===== config.mk =====
export PLATFORM = sky130hd
export DESIGN_NAME = pc_sequencer_flat
export DESIGN_NICKNAME = d
export VERILOG_FILES = /design/src/rtl/pc_seq_pkg.sv /design/src/rtl/pc_sequencer_if.sv /design/src/rtl/pc_redirect_mux.sv /design/src/rtl/pc_sequencer.sv /design/src/flat_wrapper.sv
export SDC_FILE = /design/constraint.sdc
export NUM_CORES = 1
export LEC_CHECK = 0
export ABC_AREA = 1
export ABC_CLOCK_PERIOD_IN_PS = 2400
export CAP_MARGIN = 25
export CORE_ASPECT_RATIO = 2
export CORE_UTILIZATION = 40
export CTS_BUF_LIST = sky130_fd_sc_hd__clkbuf_4
export DETAILED_ROUTE_END_ITERATION = 8
export PLACE_DENSITY = 0.73
export SYNTH_ARGS = -nofsm -noshare
export SYNTH_HDL_FRONTEND = slang
export SYNTH_SLANG_ARGS = --single-unit

===== constraint.sdc =====
create_clock -name Clk -period 2.4 [get_ports Clk]
set_input_delay 0.36 -clock Clk [delete_from_list [all_inputs] [get_ports Clk]]
set_output_delay 0.36 -clock Clk [all_outputs]
set_load 0.02 [all_outputs]

===== src/rtl/pc_seq_pkg.sv =====
// Shared types and constants for the fetch-side PC sequencer.
// The redirect-source encoding doubles as its priority: larger value wins.
package pc_seq_pkg;

    localparam logic [31:0] RESET_PC_DEF = 32'h0000_0000;
    localparam logic [31:0] EXC_VEC_DEF  = 32'h0000_0180;

    typedef enum logic [1:0] {
        IDLE  = 2'd0,
        REQ   = 2'd1,
        HOLD  = 2'd2,
        DRAIN = 2'd3
    } seq_state_t;

    typedef enum logic [1:0] {
        SRC_NONE = 2'd0,
        SRC_BR   = 2'd1,
        SRC_JMP  = 2'd2,
        SRC_EXC  = 2'd3
    } redir_src_t;

    function automatic logic [31:0] align4(input logic [31:0] a);
        return a & 32'hFFFF_FFFC;
    endfunction

endpackage


===== src/rtl/pc_sequencer_if.sv =====
// Instruction-memory fetch port between the PC sequencer and imem.
// Handshake: a fetch completes in any cycle where imem_req && imem_ack; imem_addr
// stays stable while imem_req is high and no ack has been seen.
interface pc_sequencer_if;
    logic        imem_req;
    logic [31:0] imem_addr;
    logic        imem_ack;

    modport master (output imem_req, output imem_addr, input imem_ack);
    modport slave  (input imem_req, input imem_addr, output imem_ack);
endinterface


===== src/rtl/pc_redirect_mux.sv =====
// Priority select of redirect source and word-aligned target: exc > jump > br_taken.
module pc_redirect_mux
    import pc_seq_pkg::*;
#(
    parameter logic [31:0] EXC_VEC = EXC_VEC_DEF
) (
    input  logic        exc,
    input  logic        jump,
    input  logic [31:0] jump_target,
    input  logic        br_taken,
    input  logic [31:0] br_target,
    output redir_src_t  src,
    output logic [31:0] target
);

    always_comb begin
        src    = SRC_NONE;
        target = 32'h0;
        if (exc) begin
            src    = SRC_EXC;
            target = align4(EXC_VEC);
        end else if (jump) begin
            src    = SRC_JMP;
            target = align4(jump_target);
        end else if (br_taken) begin
            src    = SRC_BR;
            target = align4(br_target);
        end
    end

endmodule


===== src/rtl/pc_sequencer.sv =====
// Program counter owner and fetch sequencer: merges stall/branch/jump/exception
// into one next-PC decision per cycle and drives the imem request handshake.
module pc_sequencer
    import pc_seq_pkg::*;
#(
    parameter logic [31:0] RESET_PC = RESET_PC_DEF,
    parameter logic [31:0] EXC_VEC  = EXC_VEC_DEF
) (
    input  logic                  Clk,
    input  logic                  Rst,
    input  logic                  stall,
    input  logic                  br_taken,
    input  logic [31:0]           br_target,
    input  logic                  jump,
    input  logic [31:0]           jump_target,
    input  logic                  exc,
    pc_sequencer_if.master        imem,
    output logic [31:0]           pc_out,
    output logic [31:0]           pc_plus4,
    output logic                  if_valid,
    output logic                  flush,
    output logic [31:0]           epc,
    output seq_state_t            state_dbg
);

    seq_state_t  state_q, state_d;
    logic [31:0] pc_q, pc_d;
    logic [31:0] epc_q, epc_d;
    logic        flush_q, flush_d;
    logic [31:0] tgt_q, tgt_d;
    redir_src_t  tsrc_q, tsrc_d;
    redir_src_t  rsrc;
    logic [31:0] rtgt;
    logic        redir;
    logic        req;

    pc_redirect_mux #(.EXC_VEC(EXC_VEC)) u_mux (
        .exc         (exc),
        .jump        (jump),
        .jump_target (jump_target),
        .br_taken    (br_taken),
        .br_target   (br_target),
        .src         (rsrc),
        .target      (rtgt)
    );

    assign redir = (rsrc != SRC_NONE);

    always_ff @(posedge Clk) begin
        if (Rst) begin
            state_q <= IDLE;
            pc_q    <= RESET_PC;
            epc_q   <= 32'h0;
            flush_q <= 1'b0;
            tgt_q   <= 32'h0;
            tsrc_q  <= SRC_NONE;
        end else begin
            state_q <= state_d;
            pc_q    <= pc_d;
            epc_q   <= epc_d;
            flush_q <= flush_d;
            tgt_q   <= tgt_d;
            tsrc_q  <= tsrc_d;
        end
    end

    always_comb begin
        state_d  = state_q;
        pc_d     = pc_q;
        epc_d    = epc_q;
        flush_d  = 1'b0;
        tgt_d    = tgt_q;
        tsrc_d   = tsrc_q;
        req      = 1'b0;
        if_valid = 1'b0;
        if (rsrc == SRC_EXC && !(state_q == DRAIN && tsrc_q == SRC_EXC))
            epc_d = pc_q;
        unique case (state_q)
            IDLE, HOLD: begin
                if (redir) begin
                    pc_d    = rtgt;
                    flush_d = 1'b1;
                    state_d = REQ;
                end else if (state_q == IDLE) begin
                    state_d = REQ;
                end else if (!stall) begin
                    if_valid = 1'b1;
                    pc_d     = pc_q + 32'd4;
                    state_d  = REQ;
                end
            end
            REQ: begin
                req = 1'b1;
                if (redir) begin
                    flush_d = 1'b1;
                    if (imem.imem_ack) begin
                        pc_d = rtgt;
                    end else begin
                        tgt_d   = rtgt;
                        tsrc_d  = rsrc;
                        state_d = DRAIN;
                    end
                end else if (imem.imem_ack) begin
                    if (stall) begin
                        state_d = HOLD;
                    end else begin
                        if_valid = 1'b1;
                        pc_d     = pc_q + 32'd4;
                    end
                end
            end
            DRAIN: begin
                // Old address stays on the bus until imem answers; its data is dropped.
                req = 1'b1;
                if (rsrc > tsrc_q) begin
                    tgt_d   = rtgt;
                    tsrc_d  = rsrc;
                    flush_d = 1'b1;
                end
                if (imem.imem_ack) begin
                    pc_d    = tgt_d;
                    tsrc_d  = SRC_NONE;
                    state_d = REQ;
                end
            end
            default: state_d = IDLE;
        endcase
    end

    assign imem.imem_req  = req;
    assign imem.imem_addr = pc_q;
    assign pc_out         = pc_q;
    assign pc_plus4       = pc_q + 32'd4;
    assign flush          = flush_q;
    assign epc            = epc_q;
    assign state_dbg      = state_q;

endmodule


===== src/flat_wrapper.sv =====
// flat-port wrapper written by rule: the top's interface ports become plain ports
module pc_sequencer_flat import pc_seq_pkg::*;
#(
    parameter logic [31:0] RESET_PC = RESET_PC_DEF,
    parameter logic [31:0] EXC_VEC  = EXC_VEC_DEF
)
  (Clk, Rst, stall, br_taken, br_target, jump, jump_target, exc, pc_out, pc_plus4, if_valid, flush, epc, state_dbg, imem_imem_req, imem_imem_addr, imem_imem_ack);
  pc_sequencer_if imem_i ();
  input  logic Clk;
  input  logic Rst;
  input  logic stall;
  input  logic br_taken;
  input  logic [31:0] br_target;
  input  logic jump;
  input  logic [31:0] jump_target;
  input  logic exc;
  output logic [31:0] pc_out;
  output logic [31:0] pc_plus4;
  output logic if_valid;
  output logic flush;
  output logic [31:0] epc;
  output seq_state_t state_dbg;
  output wire logic [$bits(imem_i.imem_req)-1:0] imem_imem_req;
  output wire logic [$bits(imem_i.imem_addr)-1:0] imem_imem_addr;
  input wire logic [$bits(imem_i.imem_ack)-1:0] imem_imem_ack;
  assign imem_imem_req = imem_i.imem_req;
  assign imem_imem_addr = imem_i.imem_addr;
  assign imem_i.imem_ack = imem_imem_ack;
  pc_sequencer #(.RESET_PC(RESET_PC), .EXC_VEC(EXC_VEC)) u_core (.Clk(Clk), .Rst(Rst), .stall(stall), .br_taken(br_taken), .br_target(br_target), .jump(jump), .jump_target(jump_target), .exc(exc), .imem(imem_i), .pc_out(pc_out), .pc_plus4(pc_plus4), .if_valid(if_valid), .flush(flush), .epc(epc), .state_dbg(state_dbg));
endmodule

==> impl_results.md <==
- Sw Share: 36.3%
- Violated checks: setup timing
- Synth Instances: 1027
- Worst setup path class: register to output port
- Setup violators final: 1
- Largest net degree at the start of global routing: 55
- Syn nets: 1101
- Drt total wl: 21200 um
- Sequential fraction of design power: 42.7%
- Post-route ant nets: 0
- Post-synth EDFFs: 0
- Fill count: 1510
- Sw power: 1.64 mW
- Wire per inst: 14.6 um
- Pwr/cell area: 503 mW/mm2
- Post-synthesis sequential area ratio: 32.3%
- Syn-to-layout area delta: 43.4%
- GRT busiest layer: met2
- Ratio of cells with drive above 1 in the final layout: 15.4%
- Int Power: 2.87 mW
- Post-Syn Area: 0.00625 mm2
- DRC viols: 0
- Clk buf depth: 2
- Comb power frac: 36.2%
- CTS tree: built
- Rows: 64
- Global-route wire length before repair: 33900 um
- CTS Sinks: 101
- Initial antenna violation count: 1
- Worst slew pin tran: 0.425 ns
- Worst vdd ir: 0.335 mV
- Max transition margin: 71.6%
- Nets@finish: 1320
- Unrepaired setup endpoints after global routing: true
- Root Driver: clkbuf_4
- # port buffers: 199
- Hold crit path type: register to register
- Ys flop type: dfxtp_1
- Leakage: 3.93 nW
- H-tree levels: 3
- M1 GR Usage: 29.3%
- Required time of the critical path: 2.04 ns
- Synth Area per Inst: 6.09 um2
- Vias in the first global route: 6925
- Routed vias/inst: 5.14
- Place WS: -0.136 ns
- Chip Height: 179 um
- Buf+Inv Stages, Crit Path: 4
- Clock power share: 21.1%
- Fin cells: 1450
- Grt met2 use: 49.3%
- Post-layout util: 58.6%
- Via Count: 7449
- Synth top cells by count: 296 x nand2_1, 155 x nor2_1, 114 x o21ai_0
- Asr flop ratio synth: 0%
- CP Cell Sequence: ha_2, nand2_2, nor2_4, buf_4, buf_4, nand3_4, inv_2, nand2_1, nand2_1, nand2_2, buf_6
- #FFs+latches synth: 101
- TritonCTS Buffers: 9
- Tcrit/Tclk final: 101%
- CP arrival: 2.06 ns
- Count leader, synth: nand2_1
- Final hold violations: 0
- Worst path max stage delay: 0.37 ns
- Placed insts: 1427
- Post-synth cell types: 33
- Overall Global Routing Usage: 26.3%
- Ports: 204
- Initial DRC count: 375
- Routability cong.: 0.911
- GRT overflow: 0
- Initial Util: 40.9%
- Crit-path max FO: 4
- Max-slew violations: 0
- Post-synth top area share: 32.3%
- FMAX: 0.413 GHz
- DIE AREA: 0.0162 mm2
- CP startpoint kind: register
- Main area contributors after synthesis: dfxtp_1 32%, nand2_1 18%, nor2_1 9.3%, o21ai_0 9.1%, a21oi_1 5.5%
- Max Cap Viol: 0
- Die width: 90.4 um
- Slowest CP cell: dfxtp_2
- Core area: 0.0153 mm2
- Clock skew: 0.0239 ns
- Clock Latency Late Sink: 0.47 ns
- Min cycle time layout: 2.42 ns
- Clk slew on worst S/H paths: 0.17 ns
- Crit end category: output port
- Family with the most delay on the worst path: simple AND/OR/NAND/NOR gates
- 1st-pass router iterations: 5
- Post-route setup slack: -0.0203 ns
- Area leader, netlist: dfxtp_1
- Status: finished with violations
- Yosys warnings: 0
- Dpl hpwl: 16100 um
- Met3 Usage GRT: 2.33%
-- cell usage in the layout (no fill, tap or decap), types with 9 or more instances in the layout --
cell type	synthesis	layout
nand2_1	296	288
clkdlybuf4s50_1	0	170
nor2_1	155	142
o21ai_0	114	110
dfxtp_1	101	94
buf_4	35	91
a21oi_1	69	69
inv_1	71	68
nand3_1	58	57
nor2_2	5	13
buf_2	13	13
o21ai_1	9	12
nand4_1	12	12
clkbuf_4	0	11
and2_1	10	9
nand2_2	2	9
-- cells by family after synthesis --
family | after synthesis | share of synthesized area [%]
AND/OR/NAND/NOR | 552 | 36.4
AO/OA/AOI/OAI | 203 | 16.8
buffers and inverters | 159 | 12.6
flip-flops | 101 | 32.3
XOR/XNOR | 9 | 1.26
adder cells (fa/ha/maj) | 3 | 0.600
-- power by group through the flow --
stage / Combinational (mW) / Sequential, mW / Clock [mW]
final: 1.63 / 1.93 / 0.951
after global routing: 1.77 / 1.94 / 1.04
after CTS: 1.62 / 1.92 / 0.967
after detailed placement: 1.64 / 1.96 / 0
after global placement: 1.62 / 1.95 / 0
after floorplan: 0.781 / 2.07 / 0
-- tightest hold or removal path, delay by kind of cell (launching register included) --
kind             cells  cell delay (ns)
DFF                  1             0.34
and+or+nand+nor      2             0.10
-- state kept, by name (all words and copies together) (netlist names) --
signal	count
u_core.imem.imem_addr	32
u_core.flush	1
u_core.tsrc_q	2
u_core.state_dbg	2
u_core.tgt_q	32
u_core.epc	32
-- metal layers --
metal	part of all wire, %	vias to the layer above
met1	38	3421
met3	5.2	42
li1	-	3701
met5	0	-
met2	53	285
met4	4.2	0
-- timing repair --
| action | 4_1_cts | 5_1_grt |
|---|---|---|
| hold buffers | 0 | 0 |
| endpoints found under the setup margin | 29 | 25 |
| gates cloned | 0 | 0 |
| resized for setup | 108 | 54 |
| buffers inserted | 2 | 4 |
| pin swaps | 3 | 10 |
-- worst paths after layout --
path	startpoint	end	depth (start not counted)	slack, ns
worst min-delay path	u_core.tgt_q[0]	u_core.tgt_q[0]	2	0.46
worst max register to register	u_core.state_dbg[1]	u_core.imem.imem_addr[13]	9	0.40
worst max-delay path	u_core.imem.imem_addr[2]	pc_plus4[28]	11	-0.02
worst min register to register	u_core.tgt_q[0]	u_core.tgt_q[0]	2	0.46
-- final cells by class --
class	instances	area, um2	area share (%)
diodes	1	2.50	0.0279
flip-flops and latches	101	2030	22.7
repair buffers	292	2660	29.7
clock inverters	5	61.3	0.684
clock buffers	11	82.6	0.921
well taps	198	248	2.76
inverters	75	287	3.20
multi-input cells	767	3590	40.0
-- metrics by stage --
stage	hold WS (ns)	instance area [um2]	setup TNS, ns	total power, mW
6_report	0.458	8960	-0.0203	4.51
5_1_grt	0.477	8960	-0.438	4.75
4_1_cts	0.460	8910	-0.0408	4.51
3_5_place_dp	0.438	8730	-4.52	3.60
3_3_place_gp	0.431	8730	-1.86	3.58
2_1_floorplan	0.424	6250	0	2.85
No activity file was read; power rests on OpenSTA's default activity.
==> variant: new RTL, same settings <==
Make the reset (`Rst`) asynchronous in one clocked block.
--- a/src/rtl/pc_sequencer.sv
+++ b/src/rtl/pc_sequencer.sv
@@ -46,7 +46,7 @@
 
     assign redir = (rsrc != SRC_NONE);
 
-    always_ff @(posedge Clk) begin
+    always_ff @(posedge Clk or posedge Rst) begin
         if (Rst) begin
             state_q <= IDLE;
             pc_q    <= RESET_PC;
Check against the original RTL: differs if Rst is asserted again (counterexample within 4 cycles, from zero or initial values and one cycle with Rst high); with Rst held inactive, the same outputs for 4 cycles.
==> variant against the unedited design <==
- setup slack worse by 9.0 ps
- critical endpoint is now pc_plus4[27]
- clock skew decreased by 2.1 ps
- the run still ends with negative setup slack left
- first-iteration DRC count increased by 3.7%
- sequential cell count stayed put
- critical path type unchanged
- routed wire length about the same
- synthesized area rose by 4.3%
- cell area increased by 3.7%
Power is not compared: it rests on default switching activity, and its combinational part moved more than twofold at a synthesized area within 25%.
==> variant: results (changes against the unedited design) <==
[yosys] post-synth cell types 38 [+15%]
[worst_setup_path] critical path capture point pc_plus4[27]
[finish] inverter count of the layout excluding clock inverters 66 [-12%]
[finish] count of flip-flops and latches 101 [unchanged]
[global_route] number of global-route vias before repair 6649 [-4.0%]
[hold_path] Hold WC Path Type in2async
[global_route] met3 GRT Util 3.292% [+0.96 points]
[sta] final-report setup violation count 1 [unchanged]
[yosys] fraction of synthesis flops using an asynchronous set or reset pin 100.0% [+100 points]
[finish] layout clock buffer count 10 [-1]
[drt] detailed route wirelength on metal2 11390 um [+1.9%]
[finish] number of fill cells in the layout 1459 [-3.4%]
[sta] Final Worst Setup Slack -29.31 ps [-8.968 ps]
[run_status] failing checks negative setup slack
[sta] Total Negative Setup Slacks -29.31 ps [-8.968 ps]
[global_route] global routing usage summed across all routing layers 25.82% [-0.50 points]
[drt] vias per cell 5.123 [-0.28%]
[worst_setup_path] startpoint of the most critical register-to-register path u_core.state_dbg[0]$_DFFE_PP0P_
[sta] Post-Route Hold Slack 283.0 ps [-174.8 ps]
[finish] area taken by multi-input logic gates 3446 um^2 [-4.0%]
[drt] met3 wirelength from detailed routing 940 um [-15%]
[yosys] dominant cells by area after synthesis sky130_fd_sc_hd__dfrtp_1, sky130_fd_sc_hd__nand2_1, sky130_fd_sc_hd__nor2_1
[place] setup slack after placement -163.2 ps [-26.94 ps]
[drt] drt initial violations 389 [+3.7%]
[worst_setup_path] CP peak stage delay 450 ps [+80 ps]
[yosys] average size of a mapped cell 6.909 um^2 [+13%]
[finish] area fraction of clock buffers and clock inverters 1.481% [-0.12 points]
[drt] met1 routed wirelength after detailed routing 7857 um [-2.5%]
[worst_setup_path] crit path launch u_core.imem.imem_addr[5]$_DFFE_PP0P_
[place] Post-Place Cells 1342 [-6.0%]
[run_status] outcome complete, but fails checks
[worst_setup_path] FF-to-FF setup slack 250 ps [-150 ps]
==> variant: cell count changes in the layout (fill, tap and decap cells not counted), moves of 21 or more <==
cell,change
sky130_fd_sc_hd__dfxtp_1,-94
sky130_fd_sc_hd__a21oi_1,-21
sky130_fd_sc_hd__o21ai_0,-62
sky130_fd_sc_hd__dfrtp_1,+94
sky130_fd_sc_hd__nor2_1,-57
sky130_fd_sc_hd__nand2_1,+52
==> variant: kinds of logic (layout without fill, tap and decap cells) <==
kind of cell	count (synthesis)	after routing
adder cells (fa/ha/maj)	3	3
XOR/XNOR	11	11
buffers and inverters	141	372
flip-flops	101	101
other	0	1
AND/OR/NAND/NOR	545	545
multiplexers	8	8
AO/OA/AOI/OAI	135	135
==> variant: what timing repair did <==
action                                  4_1_cts  5_1_grt
endpoints found under the hold margin         0        0
buffers inserted                             10        8
endpoints found under the setup margin       29       26
pin swaps                                     7       18
gates resized for setup                     120       60
